===== src/rtl/seq_detect_pkg.sv =====
// ============================================================================
//  Module   : seq_detect_pkg
//  Purpose  : Shared types, defaults and helpers for the programmable
//             serial pattern detector.
//  Revision : 1.0 - initial release
// ============================================================================
`default_nettype none

package seq_detect_pkg;

  // Width of the configuration storage fields; MAX_LEN must not exceed this.
  localparam int SEQ_PAT_W = 32;
  localparam int SEQ_LEN_W = 8;

  localparam logic [15:0] DEF_PATTERN = 16'h00E8;
  localparam int          DEF_LEN     = 8;
  localparam logic        DEF_OVERLAP = 1'b1;

  typedef struct packed {
    logic [SEQ_PAT_W-1:0] pattern;
    logic [SEQ_LEN_W-1:0] len;
    logic                 overlap;
  } seq_cfg_t;

  function automatic int seq_len_w(input int max_len);
    return $clog2(max_len + 1);
  endfunction

  // Compares only the low 'len' bits; shifts of 'len' >= SEQ_PAT_W yield a full mask.
  function automatic logic seq_pattern_hit(input logic [SEQ_PAT_W-1:0] pattern,
                                           input logic [SEQ_LEN_W-1:0] len,
                                           input logic [SEQ_PAT_W-1:0] hist);
    logic [SEQ_PAT_W-1:0] mask;
    mask = ~({SEQ_PAT_W{1'b1}} << len);
    return ((hist ^ pattern) & mask) == '0;
  endfunction

endpackage

`default_nettype wire


===== src/rtl/seq_detect_hist.sv =====
// ============================================================================
//  Module   : seq_detect_hist
//  Purpose  : Serial history shift register with a saturating fill counter.
//  Revision : 1.0 - initial release
// ============================================================================
`default_nettype none

module seq_detect_hist #(
  parameter int MAX_LEN = 16,
  parameter int FILL_W  = 5
) (
  input  logic               clk,
  input  logic               rst_n,
  input  logic               i_clear,
  input  logic               i_shift,
  input  logic               i_bit,
  input  logic               i_fill_clr,
  output logic [FILL_W-1:0]  o_fill,
  output logic [MAX_LEN-1:0] o_hist_nxt,
  output logic [FILL_W-1:0]  o_fill_nxt
);

  logic [MAX_LEN-1:0] r_hist;
  logic [FILL_W-1:0]  r_fill;

  // Next values are exported so the match can be judged on post-shift state.
  assign o_hist_nxt = (r_hist << 1) | {{(MAX_LEN-1){1'b0}}, i_bit};
  assign o_fill_nxt = (r_fill == FILL_W'(MAX_LEN)) ? r_fill : r_fill + FILL_W'(1);
  assign o_fill     = r_fill;

  always_ff @(posedge clk or negedge rst_n) begin
    if (!rst_n) begin
      r_hist <= '0;
      r_fill <= '0;
    end else if (i_clear) begin
      r_hist <= '0;
      r_fill <= '0;
    end else if (i_shift) begin
      r_hist <= o_hist_nxt;
      r_fill <= i_fill_clr ? '0 : o_fill_nxt;
    end
  end

endmodule

`default_nettype wire


===== src/rtl/seq_detect_prog.sv =====
// ============================================================================
//  Module   : seq_detect_prog
//  Purpose  : Runtime-programmable serial bit-pattern detector with
//             overlap control. Define SEQ_DETECT_PROG_CNT_EN to build the
//             saturating match counter; otherwise match_cnt is tied to 0.
//  Revision : 1.0 - initial release
// ============================================================================
`default_nettype none

module seq_detect_prog
  import seq_detect_pkg::*;
#(
  parameter int               MAX_LEN     = 16,
  parameter logic [MAX_LEN-1:0] DEF_PATTERN = MAX_LEN'(seq_detect_pkg::DEF_PATTERN),
  parameter int               DEF_LEN     = seq_detect_pkg::DEF_LEN,
  parameter logic             DEF_OVERLAP = seq_detect_pkg::DEF_OVERLAP,
  parameter int               CNT_W       = 16,
  localparam int              LEN_W       = seq_len_w(MAX_LEN)
) (
  input  logic               clk,
  input  logic               rst_n,
  input  logic               data_in,
  input  logic               in_valid,
  input  logic               cfg_load,
  input  logic [MAX_LEN-1:0] cfg_pattern,
  input  logic [LEN_W-1:0]   cfg_len,
  input  logic               cfg_overlap,
  output logic               match,
  output logic [CNT_W-1:0]   match_cnt,
  output logic               busy
);

  localparam seq_cfg_t c_def_cfg = '{
    pattern: SEQ_PAT_W'(DEF_PATTERN),
    len:     SEQ_LEN_W'(DEF_LEN),
    overlap: DEF_OVERLAP
  };

  if (MAX_LEN < 2 || MAX_LEN > SEQ_PAT_W) begin : g_bad_max_len
    $error("seq_detect_prog: MAX_LEN out of supported range");
  end

  seq_cfg_t           r_cfg;
  seq_cfg_t           w_cfg_new;
  logic               r_match;
  logic               w_accept;
  logic               w_hit;
  logic               w_fill_clr;
  logic [LEN_W-1:0]   w_len_clamped;
  logic [LEN_W-1:0]   w_fill;
  logic [LEN_W-1:0]   w_fill_nxt;
  logic [MAX_LEN-1:0] w_hist_nxt;

  // A bit arriving together with a config load is dropped.
  assign w_accept = in_valid & ~cfg_load;

  always_comb begin
    w_len_clamped     = (cfg_len > LEN_W'(MAX_LEN)) ? LEN_W'(MAX_LEN) : cfg_len;
    w_cfg_new.pattern = SEQ_PAT_W'(cfg_pattern);
    w_cfg_new.len     = SEQ_LEN_W'(w_len_clamped);
    w_cfg_new.overlap = cfg_overlap;
  end

  always_comb begin
    w_hit = w_accept
         && (r_cfg.len != '0)
         && (SEQ_LEN_W'(w_fill_nxt) >= r_cfg.len)
         && seq_pattern_hit(r_cfg.pattern, r_cfg.len, SEQ_PAT_W'(w_hist_nxt));
    w_fill_clr = w_hit & ~r_cfg.overlap;
  end

  seq_detect_hist #(
    .MAX_LEN (MAX_LEN),
    .FILL_W  (LEN_W)
  ) u_hist (
    .clk        (clk),
    .rst_n      (rst_n),
    .i_clear    (cfg_load),
    .i_shift    (w_accept),
    .i_bit      (data_in),
    .i_fill_clr (w_fill_clr),
    .o_fill     (w_fill),
    .o_hist_nxt (w_hist_nxt),
    .o_fill_nxt (w_fill_nxt)
  );

  always_ff @(posedge clk or negedge rst_n) begin
    if (!rst_n) begin
      r_cfg   <= c_def_cfg;
      r_match <= 1'b0;
    end else if (cfg_load) begin
      r_cfg   <= w_cfg_new;
      r_match <= 1'b0;
    end else begin
      r_match <= w_hit;
    end
  end

`ifdef SEQ_DETECT_PROG_CNT_EN
  logic [CNT_W-1:0] r_cnt;

  always_ff @(posedge clk or negedge rst_n) begin
    if (!rst_n) begin
      r_cnt <= '0;
    end else if (w_hit && (r_cnt != {CNT_W{1'b1}})) begin
      r_cnt <= r_cnt + CNT_W'(1);
    end
  end

  assign match_cnt = r_cnt;
`else
  assign match_cnt = '0;
`endif

  assign match = r_match;
  assign busy  = (w_fill != '0);

endmodule

`default_nettype wire


===== config.mk =====
export PLATFORM = sky130hd
export DESIGN_NAME = seq_detect_prog
export DESIGN_NICKNAME = d
export VERILOG_FILES = /design/src/rtl/seq_detect_pkg.sv /design/src/rtl/seq_detect_hist.sv /design/src/rtl/seq_detect_prog.sv
export SDC_FILE = /design/constraint.sdc
export NUM_CORES = 1
export LEC_CHECK = 0
export BUFFER_PORTS_ARGS = -buffer_cell sky130_fd_sc_hd__buf_2
export CELL_PAD_IN_SITES_DETAIL_PLACEMENT = 2
export CELL_PAD_IN_SITES_GLOBAL_PLACEMENT = 2
export CORE_MARGIN = 5
export CORE_UTILIZATION = 35
export DETAILED_ROUTE_END_ITERATION = 7
export PLACE_DENSITY = 0.86
export SETUP_SLACK_MARGIN = 0.15
export SYNTH_ARGS = -nofsm -noshare
export SYNTH_HDL_FRONTEND = slang
export SYNTH_HIERARCHICAL = 1
export SYNTH_SLANG_ARGS = --single-unit

===== constraint.sdc =====
create_clock -name clk -period 2.8 [get_ports clk]
set_input_delay 0.28 -clock clk [delete_from_list [all_inputs] [get_ports clk]]
set_output_delay 0.28 -clock clk [all_outputs]
set_load 0.01 [all_outputs]

# --- Word-level counts from Yosys, hierarchy flattened ---
# Cells that the tools add are included.
totals:
  reg_bits: 43
  input_bits: 27
  out_inout_bits: 18
  wordCells: 34
classes:
  add_sub_neg: 1
  order_cmp: 2
  n_eq_ne: 1
  shifts: 1
  muxes: 8
  bitwise_logic: 8
  n_reduce_logical: 7
op_table:
  columns: ["cell", "n"]
  rows:
  - ["$and 16x32->32", 1]
  - ["$logic_not 32->1", 1]
  - ["$not 32->32", 1]
  - ["$shl 32x5->32 const A", 1]
  - ["$mux 15", 2]
  - ["$mux 5", 5]
  - ["$or 16x1->16", 1]
  - ["$xor 16x16->16", 1]
  - ["$reduce_bool 8->1", 1]
  - ["$add 5x1->5 const B", 1]
  - ["$eq 5x5->1 const B", 1]
  - ["$ge 5x5->1", 1]
  - ["$gt 5x5->1 const B", 1]
  - ["$reduce_bool 5->1", 1]
  - ["$logic_and 1x1->1", 3]
  - ["$and 1x1->1", 2]
  - ["$not 1->1", 2]
  - ["$reduce_bool 2->1", 1]
  - ["$mux 1", 1]

# --- Depth between registers and ports, before layout ---
depth:
  depth_word: 9
  depth_mapped: 14
  ltp_nobuf: 14

# --- Cells and area by module ---
# Netlist, hierarchy kept.
by_module_without_submodules:
  columns: ["module", "n_inst", "cells_per_inst", "area_each_um2", "seq_area_each_um2"]
  rows:
  - ["seq_detect_prog", 1, 144, 1483.9, 583.1]
  - ["seq_detect_hist", 1, 90, 987.2, 500.5]

# --- Least setup slack after synthesis ---
# No wires, ideal clock.
synth_path:
  path_kind: "register to register"
  start: "register u_hist.r_fill[0], in the netlist u_hist/o_fill[0]"
  end: "register u_hist.r_fill[0], in the netlist u_hist/o_fill[0]"
  setup_ps: 82
  t_arrival_ps: 2473
  t_required_ps: 2718
  path_slack_ps: 245
  path_stages_with_launch: 15
  n_path_buf: 0
  period_less_slack_ps: 2555
  path_cell_list: "dfrtp_1 inv_1 ha_1 nor4bb_4 xnor2_1 inv_1 ha_1 nand2b_1 a21oi_1 o21ai_0 nand4_1 nor3_2 nand2b_1 or3_1 a31oi_1"
synth_between:
  elab_chain_cells: 9
  word_cells_on_any_way: 10
  classes_between: "1 x add/sub; 1 x order compare; 1 x eq/ne; 4 x mux; 1 x bitwise; 2 x reduce/logical"
synth_rtl:
  columns: ["item", "line", "text"]
  rows:
  - ["from (decl)", "seq_detect_hist.sv:24", "logic [FILL_W-1:0] r_fill;"]
  - ["from (signal assigned)", "seq_detect_hist.sv:40", "r_fill <= i_fill_clr ? '0 : o_fill_nxt;"]
  - ["$add 5x1->5 or $eq 5x5->1 (tied branches)", "seq_detect_hist.sv:28", "assign o_fill_nxt = (r_fill == FILL_W'(MAX_LEN)) ? r_fill : r_fill + FILL_W'(1);"]
  - ["$mux 5 *", "seq_detect_hist.sv:28", null]
  - ["net w_fill_nxt[0]", "seq_detect_prog.sv:51", "logic [LEN_W-1:0] w_fill_nxt;"]
  - ["$ge 5x5->1 *", "seq_detect_prog.sv:67", "&& (SEQ_LEN_W'(w_fill_nxt) >= r_cfg.len)"]
  - ["$logic_and 1x1->1 *", "seq_detect_prog.sv:67", null]
  - ["$logic_and 1x1->1 *", "seq_detect_prog.sv:68", "&& seq_pattern_hit(r_cfg.pattern, r_cfg.len, SEQ_PAT_W'(w_hist_nxt));"]
  - ["$and 1x1->1 *", "seq_detect_prog.sv:69", "w_fill_clr = w_hit & ~r_cfg.overlap;"]
  - ["net w_fill_clr", "seq_detect_prog.sv:48", "logic w_fill_clr;"]
  - ["$mux 5 *", "seq_detect_hist.sv:40", null]
  - ["$mux 5 *", "seq_detect_hist.sv:38", "end else if (i_shift) begin"]
  - ["$mux 5 *", "seq_detect_hist.sv:35", "end else if (i_clear) begin"]
# The timed path passes the listed nets; every way through them passes the cells marked *. The select of a mux whose other input is x is not followed.
# A chain may end at the register's enable or synchronous reset.

# --- Worst setup path in the final report ---
layout_path:
  start: "register u_hist.r_fill[1], in the netlist u_hist/o_fill[1]"
  end: "register u_hist.r_fill[4], in the netlist u_hist/o_fill[4]"
layout_between:
  elab_chain_cells: 9
  word_cells_on_any_way: 10
  classes_between: "1 x add/sub; 1 x order compare; 1 x eq/ne; 4 x mux; 1 x bitwise; 2 x reduce/logical"
layout_rtl:
  columns: ["item", "line"]
  rows:
  - ["$eq 5x5->1", "seq_detect_hist.sv:28"]
  - ["$mux 5", "seq_detect_hist.sv:28"]
  - ["net w_fill_nxt[0]", "seq_detect_prog.sv:51"]
  - ["$ge 5x5->1", "seq_detect_prog.sv:67"]
  - ["$logic_and 1x1->1", "seq_detect_prog.sv:67"]
  - ["$logic_and 1x1->1", "seq_detect_prog.sv:68"]
  - ["$and 1x1->1", "seq_detect_prog.sv:69"]
  - ["net w_fill_clr", "seq_detect_prog.sv:48"]
  - ["$mux 5", "seq_detect_hist.sv:40"]
  - ["$mux 5", "seq_detect_hist.sv:38"]
  - ["$mux 5", "seq_detect_hist.sv:35"]
# The timed path passes the listed nets, and every way through them passes these cells. The select of a mux whose other input is x is not followed.

==> run_results.csv <==
group,metric,value,unit
status,status,"finished clean",
logic_synthesis,syn_area,0.00247,mm²
layout,multi_input_area,0.00126,mm²
layout,syn2layout_area_growth,15.5,%
logic_synthesis,synthFlopType,"dfrtp_1",
sta,setup_viol,0,
logic_synthesis,synth_top_area_share,0.375,
floorplanning,dieWidth,94.0,µm
detailed_routing,drtAntennaViolNets,0,
clock_tree,clk_pin_slew_worst_paths,0.09,ns
sta,hold_viol,0,
global_routing,grt_pass1_wl,10200,µm
sta,hold_ws,0.140,ns
placement,dp.cells,350,
layout,layout.cells.non_filler,364,
clock_tree,cts_tree,"yes",
layout,fill_cells,755,
detailed_routing,totalWireLength,6190,µm
floorplanning,coreArea,0.00683,mm²
sta,finalMaxSlewViolations,0,
logic_synthesis,synth_common_cells,"37 x dfrtp_1, 20 x nor2_1, 18 x mux2_2, 18 x xnor2_1, 17 x buf_4",
setup_path,start_kind,"register",
logic_synthesis,synth_warnings,6,
min_path,hold_class,"primary input to asynchronous set/reset pin",
global_routing,grt_pass1_vias,1998,
logic_synthesis,synth_area_leaders,"dfrtp_1 37%, mux2_2 8.2%, dfstp_2 6.4%",
layout,seqCellArea,0.00108,mm²
layout,fin_area,0.00285,mm²
logic_synthesis,avgSynthCellArea,10.6,µm²
logic_synthesis,yosysTopAreaCell,"dfrtp_1",
logic_synthesis,synth_edf_count,0,
global_routing,grt_start_max_net_pins,49,
run,maxCapViolCount,0,
layout,diodes,0,
setup_path,endpoint_kind,"register",
sta,min_period,2.70,ns
sta,fmax,0.370,GHz
sta,worst_pin_slew,0.981,ns
power,internal_power,1.05,mW
setup_path,cp.arrival,2.92,ns
logic_synthesis,synth_cells,234,
power,ir_drop,0.000213,V
sta,clock-skew-final,0.00957,ns
layout,layout-drive-gt1-share,0.340,
placement,dp_hpwl,4260,µm
sta,slew_headroom,0.346,
global_routing,grt_overflow,0,
detailed_routing,firstDrtPassIters,4,
setup_path,path_max_fanout,3,
clock_tree,cts.sinks,43,
detailed_routing,first_iter_violations,80,
detailed_routing,vias,1776,
clock_tree,cts-root-buf,"clkbuf_8",
layout,fin_nets,301,
logic_synthesis,ys_types,39,
placement,placed_area,0.00263,mm²
power,switching_power,0.380,mW
logic_synthesis,ys_seq_elements,43,
clock_tree,clk-insertion-delay-late,0.30,ns
clock_tree,numCtsBuffers,5,
power,clock_power_share,0.360,
floorplanning,fp-row-count,30,
power,pwr_density_cell,503,mW/mm²
floorplanning,die_h,94.0,µm
clock_tree,cts.path.max_buffers,2,
floorplanning,die_area,0.00884,mm²
power,seqPwrFrac,0.486,
setup_path,worstPathRequired,3.02,ns
logic_synthesis,postSynth.asyncResetShare,1.00,
clock_tree,cts_max_level,2,
placement,io_buffers,28,
sta,grt_setup_unrepaired,"true",
detailed_routing,drt-wirelength-per-cell,17.0,µm
floorplanning,initial_utilization,0.362,
power,p_leak,1.23,nW
power,power.share.switching,0.265,
power,pwr-share-comb,0.154,
logic_synthesis,yosysMostFrequentCell,"dfrtp_1",
detailed_routing,via_per_inst,4.88,
placement,place.gp.congestion,0.805,
logic_synthesis,seq_area_frac_synth,0.438,
detailed_routing,route.detailed.drc,0,
floorplanning,ios,45,
global_routing,grt_antenna_before_repair,0,
sta,finalCritPeriodShare,0.964,
global_routing,grt_usage,0.147,
setup_path,path_class,"register to register",
-- flip-flops by register name (all words and copies together), names as in the netlist --
signal / cells
match: 1
r_cfg: 22
u_hist/o_fill: 5
u_hist/r_hist: 15
-- routing by layer --
layer	up-vias	global-route usage	part of all wire
met5	-	0	0
met4	0	0.0325	0.0065
met3	4	0.0272	0.029
met2	33	0.264	0.53
met1	899	0.183	0.44
li1	840	-	-
-- kinds of logic after synthesis --
| kind of cell | after synthesis | share of synthesized area |
|---|---|---|
| AO/OA/AOI/OAI | 34 | 0.0841 |
| XOR/XNOR | 20 | 0.0709 |
| adder cells (fa/ha/maj) | 7 | 0.0354 |
| buffers and inverters | 38 | 0.0957 |
| flip-flops | 43 | 0.438 |
| multiplexers | 33 | 0.143 |
| other | 1 | 0.00152 |
| AND/OR/NAND/NOR | 58 | 0.131 |
-- metrics by stage --
step	power [mW]	setup slack, ns	TNS (ns)	util
after floorplan	0.859	0.245	0	-
after global placement	0.904	0.139	0	0.385
after detailed placement	0.915	-0.0609	-0.128	0.385
after CTS	1.46	0.0325	0	0.415
after global routing	1.51	-0.0967	-0.240	0.418
final	1.43	0.0996	0	0.418
-- critical path, stage by stage, from the launching register on --
cell	delay (ns)
dfrtp_2	0.43
inv_2	0.08
ha_4	0.12
nor4bb_4	0.26
xnor2_1	0.16
inv_1	0.06
ha_1	0.26
nand2b_4	0.14
a21oi_2	0.14
o21ai_2	0.08
nand4_1	0.16
nor3_2	0.09
nand2b_4	0.16
or3_4	0.33
a21oi_2	0.15
-- timing repair --
action,in CTS,in global routing
hold buffers,0,0
endpoints found under the setup margin,5,5
resized for setup,14,1
buffers inserted,4,2
pin swaps,9,7
-- path summary, 6_finish.rpt --
path	start	to	slack, ns	depth (start not counted)
worst max-delay path	u_hist/o_fill[1]$_DFFE_PN0P_	u_hist/o_fill[4]$_DFFE_PN0P_	0.1	14
worst min-delay path	rst_n	u_hist/o_fill[2]$_DFFE_PN0P_	0.14	1
worst max register to register	u_hist/o_fill[1]$_DFFE_PN0P_	u_hist/o_fill[4]$_DFFE_PN0P_	0.1	14
worst min register to register	r_cfg[24]$_DFFE_PN0P_	r_cfg[24]$_DFFE_PN0P_	0.54	1
max in group asynchronous	rst_n	u_hist/o_fill[1]$_DFFE_PN0P_	2.00	1
min in group clk	cfg_pattern[13]	r_cfg[22]$_DFFE_PN0P_	0.21	2
-- power groups by stage --
stage,clock network (mW),registers [mW],logic [mW]
floorplan,0,0.692,0.167
global placement,0,0.707,0.197
detailed placement,0,0.709,0.206
CTS,0.536,0.697,0.226
global route,0.559,0.702,0.247
finish,0.516,0.697,0.222
-- cell type report --
| cell class | count | share of cell area |
|---|---|---|
| clock buffer | 6 | 0.0289 |
| clock inverter | 2 | 0.0136 |
| inverter | 9 | 0.0118 |
| multi-input combinational | 168 | 0.443 |
| sequential | 43 | 0.380 |
| tap | 96 | 0.0421 |
| timing repair buffer | 40 | 0.0807 |
-- layout by cell type (no fill, tap or decap), drive strengths merged, types with 10 or more instances in the layout --
cell type	Yosys	layout
mux2i	15	15
xnor2	18	18
mux2	18	18
dfrtp	37	37
conb	1	16
a21oi	10	10
nor2	20	20
o21ai	10	10
buf	27	40
No activity file was read; power rests on OpenSTA's default activity.
